`src/rtl/uart_pkg.sv`:
```
// Shared UART definitions: sequencer state encoding, line configuration
// encodings common to the TX/RX units, and a counter width helper.
package uart_pkg;

    typedef enum logic [2:0] {
        IDLE,
        LOAD,
        START,
        WAIT_DONE,
        GAP
    } tx_seq_state_e;

    typedef enum logic [1:0] {
        PARITY_NONE  = 2'b00,
        PARITY_ODD   = 2'b01,
        PARITY_EVEN  = 2'b10,
        PARITY_STICK = 2'b11
    } parity_type_e;

    typedef enum logic [1:0] {
        BAUD_4800  = 2'b00,
        BAUD_9600  = 2'b01,
        BAUD_19200 = 2'b10,
        BAUD_38400 = 2'b11
    } baud_rate_e;

    typedef struct packed {
        parity_type_e parity_type;
        baud_rate_e   baud_rate;
    } line_cfg_t;

    localparam line_cfg_t LINE_CFG_RESET = '{parity_type: PARITY_NONE, baud_rate: BAUD_4800};

    // Bits needed to count 0..max_val-1 (at least one bit).
    function automatic int cnt_width(input int max_val);
        return (max_val < 2) ? 1 : $clog2(max_val);
    endfunction

endpackage

```
`src/rtl/uart_sync_fifo.sv`:
```
// Single-clock FIFO with flush; the head entry is visible combinationally so
// the consumer can register it in the same cycle it pops.
module uart_sync_fifo
    import uart_pkg::*;
#(
    parameter int DEPTH = 16,
    parameter int WIDTH = 8
) (
    input  logic                     clock_i,
    input  logic                     reset_n_i,
    input  logic                     push_i,
    input  logic                     pop_i,
    input  logic                     flush_i,
    input  logic [WIDTH-1:0]         wr_data_i,
    output logic [WIDTH-1:0]         head_o,
    output logic [$clog2(DEPTH):0]   level_o,
    output logic                     full_o,
    output logic                     empty_o,
    output logic                     overflow_o
);

    localparam int AW = $clog2(DEPTH);
    localparam logic [AW:0] FULL_LEVEL = (AW+1)'(DEPTH);

    logic [WIDTH-1:0] mem_q [DEPTH];
    logic [AW-1:0]    wr_ptr_q, wr_ptr_d;
    logic [AW-1:0]    rd_ptr_q, rd_ptr_d;
    logic [AW:0]      level_q, level_d;
    logic             push_ok, pop_ok;

    assign full_o  = (level_q == FULL_LEVEL);
    assign empty_o = (level_q == '0);
    assign level_o = level_q;
    assign head_o  = mem_q[rd_ptr_q];

    // A pop frees the slot the same cycle, so push+pop while full is legal.
    assign pop_ok     = pop_i & ~empty_o & ~flush_i;
    assign push_ok    = push_i & (~full_o | pop_ok) & ~flush_i;
    assign overflow_o = push_i & full_o & ~pop_ok & ~flush_i;

    always_comb begin
        wr_ptr_d = wr_ptr_q;
        rd_ptr_d = rd_ptr_q;
        level_d  = level_q;
        if (flush_i) begin
            wr_ptr_d = '0;
            rd_ptr_d = '0;
            level_d  = '0;
        end else begin
            if (push_ok) wr_ptr_d = wr_ptr_q + AW'(1);
            if (pop_ok)  rd_ptr_d = rd_ptr_q + AW'(1);
            case ({push_ok, pop_ok})
                2'b10:   level_d = level_q + (AW+1)'(1);
                2'b01:   level_d = level_q - (AW+1)'(1);
                default: level_d = level_q;
            endcase
        end
    end

    always_ff @(posedge clock_i or negedge reset_n_i) begin
        if (!reset_n_i) begin
            wr_ptr_q <= '0;
            rd_ptr_q <= '0;
            level_q  <= '0;
        end else begin
            wr_ptr_q <= wr_ptr_d;
            rd_ptr_q <= rd_ptr_d;
            level_q  <= level_d;
        end
    end

    always_ff @(posedge clock_i) begin
        if (push_ok) mem_q[wr_ptr_q] <= wr_data_i;
    end

endmodule

```
`src/rtl/uart_tx_sequencer.sv`:
```
// Feeds buffered bytes to the TX unit one frame at a time and owns the line
// configuration, which is only ever switched while no frame is in progress.
module uart_tx_sequencer
    import uart_pkg::*;
#(
    parameter int FIFO_DEPTH    = 16,
    parameter int GAP_CYCLES    = 2,
    parameter int START_TIMEOUT = 4096
) (
    input  logic                          clock_i,
    input  logic                          reset_n_i,
    input  logic                          wr_en_i,
    input  logic [7:0]                    wr_data_i,
    input  logic                          tx_enable_i,
    input  logic                          flush_i,
    input  logic                          cfg_update_i,
    input  logic [1:0]                    cfg_parity_type_i,
    input  logic [1:0]                    cfg_baud_rate_i,
    input  logic                          tx_active_flag_i,
    input  logic                          tx_done_flag_i,
    output logic                          tx_send_o,
    output logic [7:0]                    tx_data_o,
    output logic [1:0]                    tx_parity_type_o,
    output logic [1:0]                    tx_baud_rate_o,
    output logic [$clog2(FIFO_DEPTH):0]   fifo_level_o,
    output logic                          fifo_full_o,
    output logic                          fifo_empty_o,
    output logic                          busy_o,
    output logic                          overflow_err_o,
    output logic                          timeout_err_o
);

    localparam int CNT_MAX = (START_TIMEOUT > GAP_CYCLES) ? START_TIMEOUT : GAP_CYCLES;
    localparam int CNT_W   = cnt_width(CNT_MAX);
    localparam logic [CNT_W-1:0] START_LAST = CNT_W'(START_TIMEOUT - 1);
    localparam logic [CNT_W-1:0] GAP_LAST   = CNT_W'((GAP_CYCLES > 0) ? GAP_CYCLES - 1 : 0);

    tx_seq_state_e    state_q, state_d;
    logic [CNT_W-1:0] cnt_q, cnt_d;
    logic [7:0]       tx_data_q, tx_data_d;
    line_cfg_t        cfg_q, cfg_d;
    line_cfg_t        pend_cfg_q, pend_cfg_d;
    logic             pend_valid_q, pend_valid_d;
    logic             overflow_q, overflow_d;
    logic             timeout_q, timeout_d;
    logic             fifo_pop, fifo_empty, fifo_overflow;
    logic [7:0]       fifo_head;

    // Flags arrive from the baud-clock domain: two-flop synchronisers, bit0=active, bit1=done.
    logic [1:0] flag_raw, flag_s;
    assign flag_raw = {tx_done_flag_i, tx_active_flag_i};

    genvar gi;
    generate
        for (gi = 0; gi < 2; gi++) begin : g_sync
            logic [1:0] ff_q;
            always_ff @(posedge clock_i or negedge reset_n_i) begin
                if (!reset_n_i) ff_q <= 2'b00;
                else            ff_q <= {ff_q[0], flag_raw[gi]};
            end
            assign flag_s[gi] = ff_q[1];
        end
    endgenerate

    logic act_s, done_s;
    assign act_s  = flag_s[0];
    assign done_s = flag_s[1];

    uart_sync_fifo #(
        .DEPTH (FIFO_DEPTH),
        .WIDTH (8)
    ) u_fifo (
        .clock_i    (clock_i),
        .reset_n_i  (reset_n_i),
        .push_i     (wr_en_i),
        .pop_i      (fifo_pop),
        .flush_i    (flush_i),
        .wr_data_i  (wr_data_i),
        .head_o     (fifo_head),
        .level_o    (fifo_level_o),
        .full_o     (fifo_full_o),
        .empty_o    (fifo_empty),
        .overflow_o (fifo_overflow)
    );

    always_comb begin
        state_d      = state_q;
        cnt_d        = cnt_q;
        tx_data_d    = tx_data_q;
        cfg_d        = cfg_q;
        pend_cfg_d   = pend_cfg_q;
        pend_valid_d = pend_valid_q;
        overflow_d   = overflow_q | fifo_overflow;
        timeout_d    = timeout_q;
        fifo_pop     = 1'b0;

        case (state_q)
            IDLE: begin
                if (pend_valid_q) begin
                    cfg_d        = pend_cfg_q;
                    pend_valid_d = 1'b0;
                end else if (tx_enable_i && !fifo_empty) begin
                    state_d = LOAD;
                end
            end
            LOAD: begin
                // A flush racing the load empties the FIFO; abandon the frame.
                if (flush_i) begin
                    state_d = IDLE;
                end else begin
                    fifo_pop  = 1'b1;
                    tx_data_d = fifo_head;
                    cnt_d     = '0;
                    state_d   = START;
                end
            end
            START: begin
                if (act_s) begin
                    state_d = WAIT_DONE;
                end else if (cnt_q == START_LAST) begin
                    timeout_d = 1'b1;
                    state_d   = IDLE;
                end else begin
                    cnt_d = cnt_q + CNT_W'(1);
                end
            end
            WAIT_DONE: begin
                if (!act_s && done_s) begin
                    cnt_d   = '0;
                    state_d = (GAP_CYCLES == 0) ? IDLE : GAP;
                end
            end
            GAP: begin
                if (cnt_q == GAP_LAST) state_d = IDLE;
                else                   cnt_d   = cnt_q + CNT_W'(1);
            end
            default: state_d = IDLE;
        endcase

        // Capture after the apply above so a request in the apply cycle stays pending.
        if (cfg_update_i) begin
            pend_cfg_d.parity_type = parity_type_e'(cfg_parity_type_i);
            pend_cfg_d.baud_rate   = baud_rate_e'(cfg_baud_rate_i);
            pend_valid_d           = 1'b1;
        end
    end

    always_ff @(posedge clock_i or negedge reset_n_i) begin
        if (!reset_n_i) begin
            state_q      <= IDLE;
            cnt_q        <= '0;
            tx_data_q    <= '0;
            cfg_q        <= LINE_CFG_RESET;
            pend_cfg_q   <= LINE_CFG_RESET;
            pend_valid_q <= 1'b0;
            overflow_q   <= 1'b0;
            timeout_q    <= 1'b0;
        end else begin
            state_q      <= state_d;
            cnt_q        <= cnt_d;
            tx_data_q    <= tx_data_d;
            cfg_q        <= cfg_d;
            pend_cfg_q   <= pend_cfg_d;
            pend_valid_q <= pend_valid_d;
            overflow_q   <= overflow_d;
            timeout_q    <= timeout_d;
        end
    end

    // Decoded from the state register so reset removes the request immediately.
    assign tx_send_o        = (state_q == START);
    assign busy_o           = (state_q != IDLE);
    assign tx_data_o        = tx_data_q;
    assign tx_parity_type_o = cfg_q.parity_type;
    assign tx_baud_rate_o   = cfg_q.baud_rate;
    assign fifo_empty_o     = fifo_empty;
    assign overflow_err_o   = overflow_q;
    assign timeout_err_o    = timeout_q;

endmodule
```
`config.mk`:
```
export PLATFORM = sky130hd
export DESIGN_NAME = uart_tx_sequencer
export DESIGN_NICKNAME = d
export VERILOG_FILES = /design/src/rtl/uart_pkg.sv /design/src/rtl/uart_sync_fifo.sv /design/src/rtl/uart_tx_sequencer.sv
export SDC_FILE = /design/constraint.sdc
export NUM_CORES = 1
export LEC_CHECK = 0
export CORE_AREA = 2 2 126 128
export CTS_CLUSTER_DIAMETER = 40
export DETAILED_ROUTE_END_ITERATION = 6
export DIE_AREA = 0 0 128 130
export PLACE_DENSITY_LB_ADDON = 0.15
export RECOVER_POWER = 25
export SKIP_LAST_GASP = 1
export SLEW_MARGIN = 20
export SYNTH_ARGS = -nofsm -noshare
export SYNTH_HDL_FRONTEND = slang
export SYNTH_SLANG_ARGS = --single-unit
```
`constraint.sdc`:
```
create_clock -name clock_i -period 3.9 [get_ports clock_i]
set_input_delay 1.17 -clock clock_i [delete_from_list [all_inputs] [get_ports clock_i]]
set_output_delay 1.17 -clock clock_i [all_outputs]
set_load 0.005 [all_outputs]
```
==> flow_summary.yaml <==
status:
  status: "finished clean"
logic_synthesis:
  synth_edf_count: 128
  yosysSeqAreaShare_pct: 67.9
  netlist_top_cells_count: "edfxtp_1 (128), dfrtp_1 (51), mux4_2 (32), nor2_1 (27), o21ai_0 (21)"
  netlist_instances: 470
  synth_area_leaders: "edfxtp_1 (51%), dfrtp_1 (17%), mux4_2 (9.6%)"
  yosysTopAreaCell: "edfxtp_1"
  synth.top_cell.area_share_pct: 51.0
  syn_area_um2: 7540
  synth.most_common_cell: "edfxtp_1"
  avgSynthCellArea_um2: 16.0
  dominantRegCellSynth: "edfxtp_1"
  synth_cell_type_count: 49
  yosysWarnings: 0
  ys_ff_latch: 179
  syn_nets: 499
  ys_async_sr_fraction_pct: 28.5
floorplanning:
  dieHeight_um: 130
  initial_core_util_pct: 48.9
  rows: 46
  ios: 43
  die_w_um: 128
  fp.dieArea_um2: 16600
  core_area_um2: 15400
clock_tree:
  ctsResizeCount: 0
  cts_setup_buffers: 0
  ctsHtreeMaxLevel: 4
  cts.reportedPaths.clkPinSlew_ns: 0.07
  postCtsHoldBufs: 0
  cts_root_buffer: "clkbuf_16"
  clockBufferDepth: 2
  cts_sinks: 179
  cts_tree: "built"
  cts_buffers: 17
  insertion_delay_ns: 0.43
grt:
  grt_pass1_wl_mm: 24.3
  gr-total-overflow: 0
  grt_max_degree: 36
  grt_use_total_pct: 19.8
  grt_antenna_before_repair: 0
  grt_pass1_vias: 4400
power_and_ir_drop:
  peakVddDrop_mv: 0.319
  power_density_nw_per_um2: 555
  p_leak_nw: 3.06
final_layout:
  diodes: 0
  syn2layout_area_growth_pct: 17.2
  fin_area_um2: 8830
  drive_above_1_share_pct: 20.6
  nets: 562
sta:
  min_period_over_period_pct: 87.5
  finClkSkew_ns: 0.0187
  tns_ns: 0
  fin_crit_ns: 3.41
  hold_viol_final: 0
  timing.fmax_ghz: 0.293
  worst_pin_slew_ns: 1.15
  relSlewSlack_pct: 23.5
  setup_viol: 0
  rsz0062_at_grt: "false"
  final_max_slew_viol_count: 0
critical_path:
  critical_path_arrival_ns: 2.24
  crit_start: "u_fifo.level_o[1]"
  critPathLaunchType: "flop"
  worstSetupPathType: "flop to output pin"
  cp-end-kind: "output pin"
  timing.rr.end: "u_fifo.level_o[4]"
  reg2reg_depth: 8
  cp_max_fo: 8
  reg2reg_from: "state_q[0]"
  ff2ff_setup_slack_ns: 1.21
  cp-endpoint: "fifo_full_o"
  crit_required_ns: 2.73
route:
  first_iter_violations: 291
  wl_per_cell_um: 20.5
  drt-total-wl_mm: 15.1
  remaining_drc_errors: 0
  vias: 4269
  avgViaCountPerCell: 5.79
  dr.pass1.iters: 5
  ant_nets: 0
run:
  maxCapViolCount: 0
placed_design:
  dpl_cell_area_um2: 8280
  gp_congestion: 0.837
  portBuffers: 42
  place.detailed.hpwl_mm: 10.2
worst_hold_path:
  hp-class: "flop to flop"
## per-layer routing
layer | vias to the layer above | part of all wire [%] | GRT usage [%]
li1 | 1966 | - | -
met1 | 2186 | 45 | 26.9
met2 | 102 | 49 | 32.1
met3 | 15 | 4.4 | 4.55
met4 | 0 | 1.4 | 6.98
met5 | - | 0 | 0
## critical path, stage by stage, from the launching register on
cell,delay [ns]
dfrtp_1,0.49
nor4_4,0.54
and2_1,0.27
clkdlybuf4s50_1,0.52
## layout by cell type, fill, tap and decap left out, drive strengths merged, types with 13 or more instances in the layout
| cell | count |
|---|---|
| a21oi | 16 |
| buf | 24 |
| clkbuf | 20 |
| clkdlybuf4s50 | 35 |
| dfrtp | 51 |
| edfxtp | 128 |
| inv | 13 |
| mux2 | 16 |
| mux2i | 13 |
| mux4 | 32 |
| nand2 | 17 |
| nor2 | 27 |
| nor3 | 16 |
| o21ai | 21 |
## sequential cells by signal (all words and copies together), names as in the netlist
name / cells
pend_cfg_q: 4
u_fifo.rd_ptr_q: 4
overflow_err_o: 1
tx_data_o: 8
cnt_q: 12
timeout_err_o: 1
tx_parity_type_o: 2
pend_valid_q: 1
u_fifo.wr_ptr_q: 4
tx_baud_rate_o: 2
u_fifo.level_o: 5
state_q: 3
g_sync.ff_q: 4
u_fifo.mem_q: 128
## area by class of cell
type	instances	area (um2)
Fill cell	1205	6590
Sequential cell	179	5120
Multi-Input combinational cell	259	2280
Timing Repair Buffer	68	602
Clock buffer	17	425
Tap cell	192	240
Clock inverter	14	128
Inverter	8	30.0
## worst min path at each step
stage / end / startpoint / depth (start not counted) / slack (ns)
finish: g_sync[1].ff_q[1] / g_sync[1].ff_q[0] / 0 / 0.36
detailed placement: g_sync[1].ff_q[1] / g_sync[1].ff_q[0] / 0 / 0.34
global route: g_sync[1].ff_q[1] / g_sync[1].ff_q[0] / 0 / 0.37
global placement: g_sync[1].ff_q[1] / g_sync[1].ff_q[0] / 0 / 0.34
floorplan: g_sync[0].ff_q[1] / g_sync[0].ff_q[0] / 0 / 0.33
CTS: g_sync[1].ff_q[1] / g_sync[1].ff_q[0] / 0 / 0.36
## power breakdown
part | internal (mW) | switching [mW] | total [mW]
Combinational | 0.535 | 0.412 | 0.947
Clock | 0.884 | 0.720 | 1.60
Sequential | 2.18 | 0.176 | 2.35
Total | 3.60 | 1.31 | 4.91
## metrics by stage
| stage | util (%) | power (mW) | hold WS (ns) | std cells | worst slack, ns |
|---|---|---|---|---|---|
| after detailed placement | 53.7 | 3.36 | 0.337 | 706 | 0.142 |
| final | 57.3 | 4.91 | 0.358 | 737 | 0.486 |
| after global routing | 57.3 | 5.15 | 0.366 | 737 | 0.349 |
| after floorplan | - | 2.92 | 0.331 | 470 | 0.391 |
| after CTS | 57.3 | 4.97 | 0.357 | 737 | 0.454 |
| after global placement | 53.7 | 3.33 | 0.337 | 706 | 0.199 |
## kinds of logic after synthesis
kind of cell | after synthesis | share of synthesized area [%]
flip-flops | 179 | 67.9
adder cells (fa/ha/maj) | 9 | 1.49
AND/OR/NAND/NOR | 117 | 8.43
buffers and inverters | 32 | 1.79
multiplexers | 61 | 13.7
AO/OA/AOI/OAI | 66 | 5.96
XOR/XNOR | 6 | 0.697
Power figures use the tool's default switching activity.
